File: config.mk
export PLATFORM = sky130hd
export DESIGN_NAME = term_loopback_matrix
export DESIGN_NICKNAME = d
export VERILOG_FILES = /design/src/rtl/term_loopback_pkg.sv /design/src/rtl/term_cfg_chain.sv /design/src/rtl/term_loopback_matrix.sv
export SDC_FILE = /design/constraint.sdc
export NUM_CORES = 1
export LEC_CHECK = 0
export CORE_MARGIN = 1.5
export CORE_UTILIZATION = 56
export DETAILED_ROUTE_END_ITERATION = 16
export PLACE_DENSITY = 0.79
export SLEW_MARGIN = 20
export SYNTH_ARGS = -nofsm -noshare
export SYNTH_HDL_FRONTEND = slang
export SYNTH_SLANG_ARGS = --single-unit
File: constraint.sdc
create_clock -name UserCLK -period 10.73 [get_ports UserCLK]
set_input_delay 3.219 -clock UserCLK [delete_from_list [all_inputs] [get_ports UserCLK]]
set_output_delay 3.219 -clock UserCLK [all_outputs]
set_load 0.03 [all_outputs]
File: src/rtl/term_loopback_pkg.sv
// Shared types and helpers for the edge-terminal loopback matrix.
package term_loopback_pkg;

  typedef enum logic [1:0] {
    WM_DIRECT = 2'b00,
    WM_REG    = 2'b01,
    WM_LOW    = 2'b10,
    WM_HIGH   = 2'b11
  } wire_mode_t;

  // Source index of wire i after reversal within its group of w wires.
  function automatic int rev_idx(input int i, input int w);
    return (i / w) * w + (w - 1 - (i % w));
  endfunction

endpackage

File: src/rtl/term_cfg_chain.sv
// Serial shadow chain, load counter and active config register with commit status pulses.
module term_cfg_chain
  import term_loopback_pkg::*;
#(
  parameter int CFG_BITS = 96
) (
  input  logic                clk_i,
  input  logic                rst_i,
  input  logic                cfg_din_i,
  input  logic                cfg_shift_i,
  input  logic                cfg_commit_i,
  output logic [CFG_BITS-1:0] active_o,
  output logic                cfg_dout_o,
  output logic                cfg_done_o,
  output logic                cfg_err_o
);

  localparam int CNT_W = $clog2(CFG_BITS + 1);
  localparam logic [CNT_W-1:0] CNT_FULL = CNT_W'(CFG_BITS);

  logic [CFG_BITS-1:0] sr_q, sr_d;
  logic [CFG_BITS-1:0] active_q, active_d;
  logic [CNT_W-1:0]    cnt_q, cnt_d;
  logic                done_q, done_d;
  logic                err_q, err_d;

  // Commit takes priority over a coincident shift; that cycle's data bit is dropped.
  always_comb begin
    sr_d     = sr_q;
    active_d = active_q;
    cnt_d    = cnt_q;
    done_d   = 1'b0;
    err_d    = 1'b0;
    if (cfg_commit_i) begin
      cnt_d = '0;
      if (cnt_q == CNT_FULL) begin
        active_d = sr_q;
        done_d   = 1'b1;
      end else begin
        err_d = 1'b1;
      end
    end else if (cfg_shift_i) begin
      sr_d = {sr_q[CFG_BITS-2:0], cfg_din_i};
      if (cnt_q != CNT_FULL) begin
        cnt_d = cnt_q + CNT_W'(1);
      end
    end
  end

  always_ff @(posedge clk_i or posedge rst_i) begin
    if (rst_i) begin
      sr_q     <= '0;
      active_q <= '0;
      cnt_q    <= '0;
      done_q   <= 1'b0;
      err_q    <= 1'b0;
    end else begin
      sr_q     <= sr_d;
      active_q <= active_d;
      cnt_q    <= cnt_d;
      done_q   <= done_d;
      err_q    <= err_d;
    end
  end

  assign active_o   = active_q;
  assign cfg_dout_o = sr_q[CFG_BITS-1];
  assign cfg_done_o = done_q;
  assign cfg_err_o  = err_q;

endmodule

File: src/rtl/term_loopback_matrix.sv
// Edge terminal: loops END wires back to BEG wires, reversed within each group,
// with a per-wire programmable direct / registered / tied-low / tied-high mode.
module term_loopback_matrix
  import term_loopback_pkg::*;
#(
  parameter  int GROUP_W    = 8,
  parameter  int NUM_GROUPS = 6,
  localparam int N          = GROUP_W * NUM_GROUPS,
  localparam int CFG_BITS   = 2 * N
) (
  input  logic         UserCLK,
  input  logic         RESET,
  input  logic [N-1:0] end_i,
  output logic [N-1:0] beg_o,
  input  logic         cfg_din_i,
  input  logic         cfg_shift_i,
  input  logic         cfg_commit_i,
  output logic         cfg_dout_o,
  output logic         cfg_done_o,
  output logic         cfg_err_o
);

  logic [N-1:0]        rev;
  logic [N-1:0]        pipe_q;
  logic [CFG_BITS-1:0] active;

  term_cfg_chain #(
    .CFG_BITS(CFG_BITS)
  ) u_cfg (
    .clk_i       (UserCLK),
    .rst_i       (RESET),
    .cfg_din_i   (cfg_din_i),
    .cfg_shift_i (cfg_shift_i),
    .cfg_commit_i(cfg_commit_i),
    .active_o    (active),
    .cfg_dout_o  (cfg_dout_o),
    .cfg_done_o  (cfg_done_o),
    .cfg_err_o   (cfg_err_o)
  );

  // The pipe runs every cycle so switching a wire into registered mode is glitch-free.
  always_ff @(posedge UserCLK or posedge RESET) begin
    if (RESET) begin
      pipe_q <= '0;
    end else begin
      pipe_q <= rev;
    end
  end

  for (genvar i = 0; i < N; i++) begin : g_wire
    localparam int RI = rev_idx(i, GROUP_W);
    logic beg;

    assign rev[i]   = end_i[RI];
    assign beg_o[i] = beg;

    always_comb begin
      beg = rev[i];
      case (wire_mode_t'(active[2*i +: 2]))
        WM_DIRECT: beg = rev[i];
        WM_REG:    beg = pipe_q[i];
        WM_LOW:    beg = 1'b0;
        WM_HIGH:   beg = 1'b1;
        default:   beg = rev[i];
      endcase
    end
  end

endmodule
==> results of run 1 <==
==> flip-flops by register name, indices dropped and copies added (netlist names) <==
register,cells
pipe_q,48
u_cfg.cnt_q,7
u_cfg.cfg_done_o,1
u_cfg.active_o,96
u_cfg.sr_q,96
u_cfg.cfg_err_o,1
==> area by class of cell <==
type	instances	area [sq um]	area share
Clock buffer	41	778	0.0666
Multi-Input combinational cell	419	3220	0.275
Timing Repair Buffer	109	1100	0.0941
Clock inverter	5	53.8	0.00460
Sequential cell	249	6230	0.533
Inverter	4	22.5	0.00193
Tap cell	225	282	0.0241
==> kinds of logic after synthesis <==
kind of cell / synth area share
AOI/OAI and AO/OA: 0.0301
xor gates and xnor gates: 0.00176
adders and majority gates: 0.00252
buffers and inverters: 0.0500
DFF: 0.627
muxes: 0.220
and+or+nand+nor: 0.0683
==> per-layer routing <==
layer	share of wire	wire length, microns
met2	0.51	8360
met5	0	0
met3	0.043	704
met4	0.016	266
met1	0.43	7170
==> path summary, 6_finish.rpt <==
kind / startpoint / to / cells after the start
setup / recovery: end_i[31] / beg_o[24] / 4
hold / removal: u_cfg.active_o[70]$_DFFE_PP0P_ / u_cfg.active_o[70]$_DFFE_PP0P_ / 1
setup reg to reg: u_cfg.cnt_q[2]$_DFFE_PP0P_ / u_cfg.active_o[91]$_DFFE_PP0P_ / 5
hold reg to reg: u_cfg.active_o[70]$_DFFE_PP0P_ / u_cfg.active_o[70]$_DFFE_PP0P_ / 1
max in group asynchronous: RESET / u_cfg.active_o[14]$_DFFE_PP0P_ / 4
min in group asynchronous: RESET / u_cfg.sr_q[63]$_DFFE_PP0P_ / 2
==> critical path: stages <==
cell	delay (ns)
sky130_fd_sc_hd__clkdlybuf4s50_1	0.53
sky130_fd_sc_hd__nand2_1	0.06
sky130_fd_sc_hd__nand2_1	0.11
sky130_fd_sc_hd__clkdlybuf4s50_1	0.68
==> through the flow <==
step	hold WS [ns]	power, W	setup slack [ns]	cell area (sq um)	util
after global placement	0.486	0.00115	2.93	10800	0.626
final	0.501	0.00200	2.91	11700	0.675
after CTS	0.506	0.00203	2.92	11700	0.674
after global routing	0.520	0.00209	2.87	11700	0.675
after detailed placement	0.493	0.00116	2.93	10800	0.626
after floorplan	0.475	0.00111	0.668	9930	-
==> cells in the final DEF, fill, tap and decap left out, drive strengths merged, types with 2 or more instances in the layout <==
cell	count
nand2	102
o21ai	50
nand4	4
a21oi	3
buf	6
clkdlybuf4s50	103
mux2	193
nor2	50
clkinv	3
nor3b	2
inv	5
ha	2
clkbuf	41
or3	2
o311ai	2
xor2	2
dfrtp	249
==> synth_stat cells, types with 3 or more instances <==
cell type	count
sky130_fd_sc_hd__nor2_1	50
sky130_fd_sc_hd__dfrtp_1	249
sky130_fd_sc_hd__inv_1	4
sky130_fd_sc_hd__nand2_1	102
sky130_fd_sc_hd__buf_6	3
sky130_fd_sc_hd__mux2_2	164
sky130_fd_sc_hd__a21oi_1	3
sky130_fd_sc_hd__o21ai_0	50
sky130_fd_sc_hd__nand4_1	4
sky130_fd_sc_hd__buf_2	10
sky130_fd_sc_hd__mux2_1	29
sky130_fd_sc_hd__buf_1	6
sky130_fd_sc_hd__buf_4	49
==> where the power goes <==
group	internal [W]	total, W	switching (W)	leakage [nW]
registers	0.000978	0.00100	0.0000249	3.34
clock network	0.000519	0.000861	0.000341	0.410
logic	0.0000676	0.000140	0.0000723	2.04
total	0.00156	0.00200	0.000438	5.79
==> tab_implementation.tex, run 1 <==
\begin{tabular}{lr}
\hline
Metric & Value \\
\hline
\multicolumn{2}{l}{\textbf{Critical path}} \\
Start-to-end type of the worst setup path & primary input to primary output \\
CP Launch Type & primary input \\
Data arrival time at the worst-slack endpoint & 4.60 ns \\
Worst Setup End Kind & primary output \\
Required arrival time at the worst endpoint & 7.51 ns \\
Internal reg-to-reg setup slack & 7.79 ns \\
Crit path max fanout & 2 \\
\multicolumn{2}{l}{\textbf{Synth}} \\
Synthesized cell area & 9930 sq um \\
Portion of synthesized cell area occupied by the leading cell type & 0.627 \\
Gate count of the mapped netlist & 742 \\
Flops \& latches, synth & 249 \\
EDFF count, synth & 0 \\
Post-synthesis async set-or-reset flop share & 1.00 \\
Mean Syn Cell Area & 13.4 sq um \\
Most used DFF post-synth & sky130\_fd\_sc\_hd\_\_dfrtp\_1 \\
Count of different cell masters after synthesis & 27 \\
Synth warnings & 0 \\
Cell taking the most area after synthesis & sky130\_fd\_sc\_hd\_\_dfrtp\_1 \\
Top post-synthesis cells by area & sky130\_fd\_sc\_hd\_\_dfrtp\_1 (63\%), sky130\_fd\_sc\_hd\_\_mux2\_2 (19\%), sky130\_fd\_sc\_hd\_\_nand2\_1 (3.9\%) \\
Net count of the mapped netlist & 797 \\
Sequential share of the synthesized area & 0.627 \\
\multicolumn{2}{l}{\textbf{STA}} \\
Clk\_skew & 0.00850 ns \\
Setup repair after global routing missed its margin & false \\
Measured slew at the worst slew-check pin & 1.10 ns \\
Worst max-slew margin expressed relative to the limit & 0.269 \\
Number of max-slew violations in the final report & 0 \\
Shortest period the worst path allows & 7.82 ns \\
Final setup violation count & 0 \\
Portion of the clock cycle consumed by the worst path in the final layout & 0.729 \\
Final Hold Vio Count & 0 \\
Sum Neg Setup Slack & 0 ns \\
Max frequency & 128 MHz \\
\multicolumn{2}{l}{\textbf{CTS}} \\
Clock latency on the worst-skew pair & 0.51 ns \\
CTS tree & yes \\
Clock transition at the register clock pins on the worst setup and hold paths after CTS & 0.06 ns \\
Maximum clock path buffer count & 3 \\
Clock Tree Root & sky130\_fd\_sc\_hd\_\_clkbuf\_16 \\
Number of gates resized after CTS & 0 \\
Post-CTS setup-driven buffer insertion count & 0 \\
CTS sink count & 249 \\
\# hold bufs at CTS & 0 \\
Number of buffers created by CTS & 26 \\
H-tree lvl count & 1 \\
\multicolumn{2}{l}{\textbf{GRT}} \\
Number of antenna violations at the first check in global routing & 0 \\
Via count of the first global-routing pass & 5937 \\
Global-route wire length before repair & 28100 microns \\
Global routing met3 resource utilization & 0.0332 \\
Layer with the highest usage after global routing & met2 \\
Global-route usage over all layers & 0.187 \\
Met2 GRT Util & 0.323 \\
Largest net degree at the start of global routing & 91 \\
Global routing usage on met1 & 0.247 \\
Remaining global-route overflow & 0 \\
\multicolumn{2}{l}{\textbf{Die}} \\
Placement Rows & 48 \\
Top-level I/O count & 104 \\
Die Footprint & 18500 sq um \\
Core outline area & 17300 sq um \\
Vertical die dimension & 136 microns \\
X dimension of the die & 136 microns \\
Initial core utilization & 0.574 \\
\multicolumn{2}{l}{\textbf{Detailed routing}} \\
Violation count after the first detailed-routing iteration & 277 \\
Detailed-routing iteration count for the pre-antenna-repair pass & 4 \\
Count of vias placed by the detailed router & 5554 \\
Routed Antenna Nets & 0 \\
DRC & 0 \\
Total detailed-routing wirelength & 16500 microns \\
Routed wirelength normalized by instance count & 15.7 microns \\
Mean number of vias per cell & 5.28 \\
\multicolumn{2}{l}{\textbf{Final layout}} \\
Post-Layout Cell Count & 1052 \\
Share of layout cells above drive strength 1 & 0.255 \\
Signed area change from the synthesized netlist to the final layout & 17.7\% \\
Final antenna diode count & 0 \\
FILL cells & 1170 \\
Layout Nets & 864 \\
\multicolumn{2}{l}{\textbf{Place}} \\
Routability-driven placement congestion ratio & 0.734 \\
Number of cells after detailed placement & 1005 \\
Half-perimeter wire length of the detailed placement result & 10400 microns \\
Count of port buffers added during placement & 103 \\
\multicolumn{2}{l}{\textbf{Worst hold path}} \\
Worst hold-check path type & flip-flop to flip-flop \\
\multicolumn{2}{l}{\textbf{Pwr}} \\
Leakage power summed over all cells & 5.79 nW \\
Worst-case vdd ir drop & 0.116 mV \\
Pwr/cell area & 171 nW/um\^{}2 \\
\multicolumn{2}{l}{\textbf{Outcome}} \\
Result of the run & finished, final reports clean \\
\multicolumn{2}{l}{\textbf{Job}} \\
Total of max-cap violations & 0 \\
\hline
\end{tabular}
Power figures use the tool's default switching activity.
==> run 2: changes to the inputs <==
==> constraint.sdc (replaced) <==
create_clock -name UserCLK -period 7.65 [get_ports UserCLK]
set_input_delay 2.295 -clock UserCLK [delete_from_list [all_inputs] [get_ports UserCLK]]
set_output_delay 2.295 -clock UserCLK [all_outputs]
set_load 0.03 [all_outputs]
==> tab_implementation.tex, run 2 (synthesized netlist as in run 1, its figures left out) <==
\begin{tabular}{lr}
\hline
Metric & Value \\
\hline
\multicolumn{2}{l}{\textbf{Place}} \\
Routability-driven placement congestion ratio & 0.717 \\
Half-perimeter wire length of the detailed placement result & 10100 microns \\
Post-DP Area & 10800 sq um \\
Count of port buffers added during placement & 103 \\
Number of cells after detailed placement & 1005 \\
\multicolumn{2}{l}{\textbf{GRT}} \\
Layer with the highest usage after global routing & met2 \\
Met2 GRT Util & 0.327 \\
Number of antenna violations at the first check in global routing & 0 \\
Via count of the first global-routing pass & 5923 \\
Global-route usage over all layers & 0.186 \\
Global-route wire length before repair & 27900 microns \\
Remaining global-route overflow & 0 \\
Global routing usage on met1 & 0.239 \\
Largest net degree at the start of global routing & 151 \\
Global routing met3 resource utilization & 0.0302 \\
\multicolumn{2}{l}{\textbf{Final layout}} \\
Signed area change from the synthesized netlist to the final layout & 17.3\% \\
Layout Nets & 863 \\
FILL cells & 1215 \\
Area of all placed cells without fillers & 11700 sq um \\
Post-Layout Cell Count & 1048 \\
Commonest cells after routing, fill and taps aside & sky130\_fd\_sc\_hd\_\_dfrtp\_1 (249), sky130\_fd\_sc\_hd\_\_mux2\_2 (164), sky130\_fd\_sc\_hd\_\_clkdlybuf4s50\_1 (103) \\
Most common cell after layout, fill and taps aside & sky130\_fd\_sc\_hd\_\_dfrtp\_1 \\
Share of layout cells above drive strength 1 & 0.256 \\
Final antenna diode count & 0 \\
\multicolumn{2}{l}{\textbf{Pwr}} \\
Power, Total & 0.00280 W \\
Pwr/cell area & 240 nW/um\^{}2 \\
Leakage power summed over all cells & 5.77 nW \\
Worst-case vdd ir drop & 0.168 mV \\
Switching component of the power & 0.000615 W \\
Seq pwr share & 0.502 \\
Switching share of power & 0.219 \\
Pint & 0.00219 W \\
Fraction of power consumed by combinational cells & 0.069 \\
Part of the total power dissipated in the clock network & 0.429 \\
\multicolumn{2}{l}{\textbf{STA}} \\
Shortest period the worst path allows & 5.99 ns \\
Sum Neg Setup Slack & 0 ns \\
Worst max-slew margin expressed relative to the limit & 0.455 \\
Clk\_skew & 0.0104 ns \\
Measured slew at the worst slew-check pin & 0.818 ns \\
Setup repair after global routing missed its margin & false \\
Max frequency & 167 MHz \\
Number of max-slew violations in the final report & 0 \\
Final setup violation count & 0 \\
Final Hold Vio Count & 0 \\
Post-route worst hold slack & 0.506 ns \\
Portion of the clock cycle consumed by the worst path in the final layout & 0.782 \\
\multicolumn{2}{l}{\textbf{Critical path}} \\
CP Launch Type & primary input \\
Start-to-end type of the worst setup path & primary input to primary output \\
Required arrival time at the worst endpoint & 5.36 ns \\
Crit path max fanout & 2 \\
Data arrival time at the worst-slack endpoint & 3.69 ns \\
Worst Setup End Kind & primary output \\
\multicolumn{2}{l}{\textbf{Die}} \\
Core outline area & 17300 sq um \\
Initial core utilization & 0.574 \\
Vertical die dimension & 136 microns \\
Placement Rows & 48 \\
Top-level I/O count & 104 \\
Die Footprint & 18500 sq um \\
X dimension of the die & 136 microns \\
\multicolumn{2}{l}{\textbf{CTS}} \\
Clock latency on the worst-skew pair & 0.51 ns \\
CTS sink count & 249 \\
CTS tree & yes \\
Number of gates resized after CTS & 0 \\
Post-CTS setup-driven buffer insertion count & 0 \\
Clock Tree Root & sky130\_fd\_sc\_hd\_\_clkbuf\_16 \\
H-tree lvl count & 1 \\
Number of buffers created by CTS & 26 \\
Maximum clock path buffer count & 3 \\
\# hold bufs at CTS & 0 \\
Clock transition at the register clock pins on the worst setup and hold paths after CTS & 0.06 ns \\
\multicolumn{2}{l}{\textbf{Job}} \\
Total of max-cap violations & 0 \\
\multicolumn{2}{l}{\textbf{Detailed routing}} \\
Routed Antenna Nets & 0 \\
Routed wirelength normalized by instance count & 15.7 microns \\
Mean number of vias per cell & 5.30 \\
Detailed-routing iteration count for the pre-antenna-repair pass & 4 \\
Total detailed-routing wirelength & 16500 microns \\
Violation count after the first detailed-routing iteration & 295 \\
DRC & 0 \\
Count of vias placed by the detailed router & 5555 \\
\multicolumn{2}{l}{\textbf{Worst hold path}} \\
Worst hold-check path type & flip-flop to flip-flop \\
\multicolumn{2}{l}{\textbf{Outcome}} \\
Result of the run & finished, final reports clean \\
\hline
\end{tabular}
-- run 2: cell types whose count changed in the layout (fill, tap and decap cells not counted), sizes merged --
cell | previous run | this run
clkinvlp | 0 | 1
inv | 5 | 4
clkinv | 3 | 4
clkbuf | 41 | 37
buf | 6 | 5
-- run 2: per-stage QoR --
step	setup WS, ns	util
final	1.66	0.674
after global routing	1.61	0.674
after CTS	1.67	0.674
after detailed placement	1.72	0.626
after global placement	1.73	0.626
after floorplan	2.08	-
-- run 2: final timing paths --
check / from / to / slack, ns / cells after the start
max: end_i[31] / beg_o[24] / 1.66 / 4
min: u_cfg.active_o[78]$_DFFE_PP0P_ / u_cfg.active_o[78]$_DFFE_PP0P_ / 0.51 / 1
max reg2reg: u_cfg.cnt_q[0]$_DFFE_PP0P_ / u_cfg.active_o[40]$_DFFE_PP0P_ / 5.32 / 6
min reg2reg: u_cfg.active_o[78]$_DFFE_PP0P_ / u_cfg.active_o[78]$_DFFE_PP0P_ / 0.51 / 1
max in group asynchronous: RESET / pipe_q[47]$_DFF_PP0_ / 4.15 / 3
min in group asynchronous: RESET / u_cfg.cfg_err_o$_DFF_PP0_ / 2.26 / 2
-- run 2: worst max-delay path: stages --
cell and delay (ns):
sky130_fd_sc_hd__clkdlybuf4s50_1 0.54, sky130_fd_sc_hd__nand2_1 0.07, sky130_fd_sc_hd__nand2_1 0.11, sky130_fd_sc_hd__clkdlybuf4s50_1 0.68
-- run 2: power by group through the flow --
stage,combinational (W),clock (W),sequential [W]
6_report,0.000193,0.00120,0.00141
5_1_grt,0.000211,0.00128,0.00141
4_1_cts,0.000197,0.00123,0.00141
3_5_place_dp,0.000194,0,0.00143
3_3_place_gp,0.000188,0,0.00142
2_1_floorplan,0.000138,0,0.00142
-- run 2: area by class of cell --
class | count | area (sq um) | share of cell area
multi-input cells | 419 | 3220 | 0.276
flip-flops and latches | 249 | 6230 | 0.535
well taps | 225 | 282 | 0.0242
inverters | 4 | 18.8 | 0.00161
repair buffers | 108 | 1080 | 0.0928
clock buffers | 37 | 763 | 0.0655
clock inverters | 6 | 58.8 | 0.00505
-- run 2: layer usage --
layer	vias up	wire length, microns
met3	23	577
li1	2615	-
met1	2813	7270
met4	0	329
met2	104	8320
met5	-	0
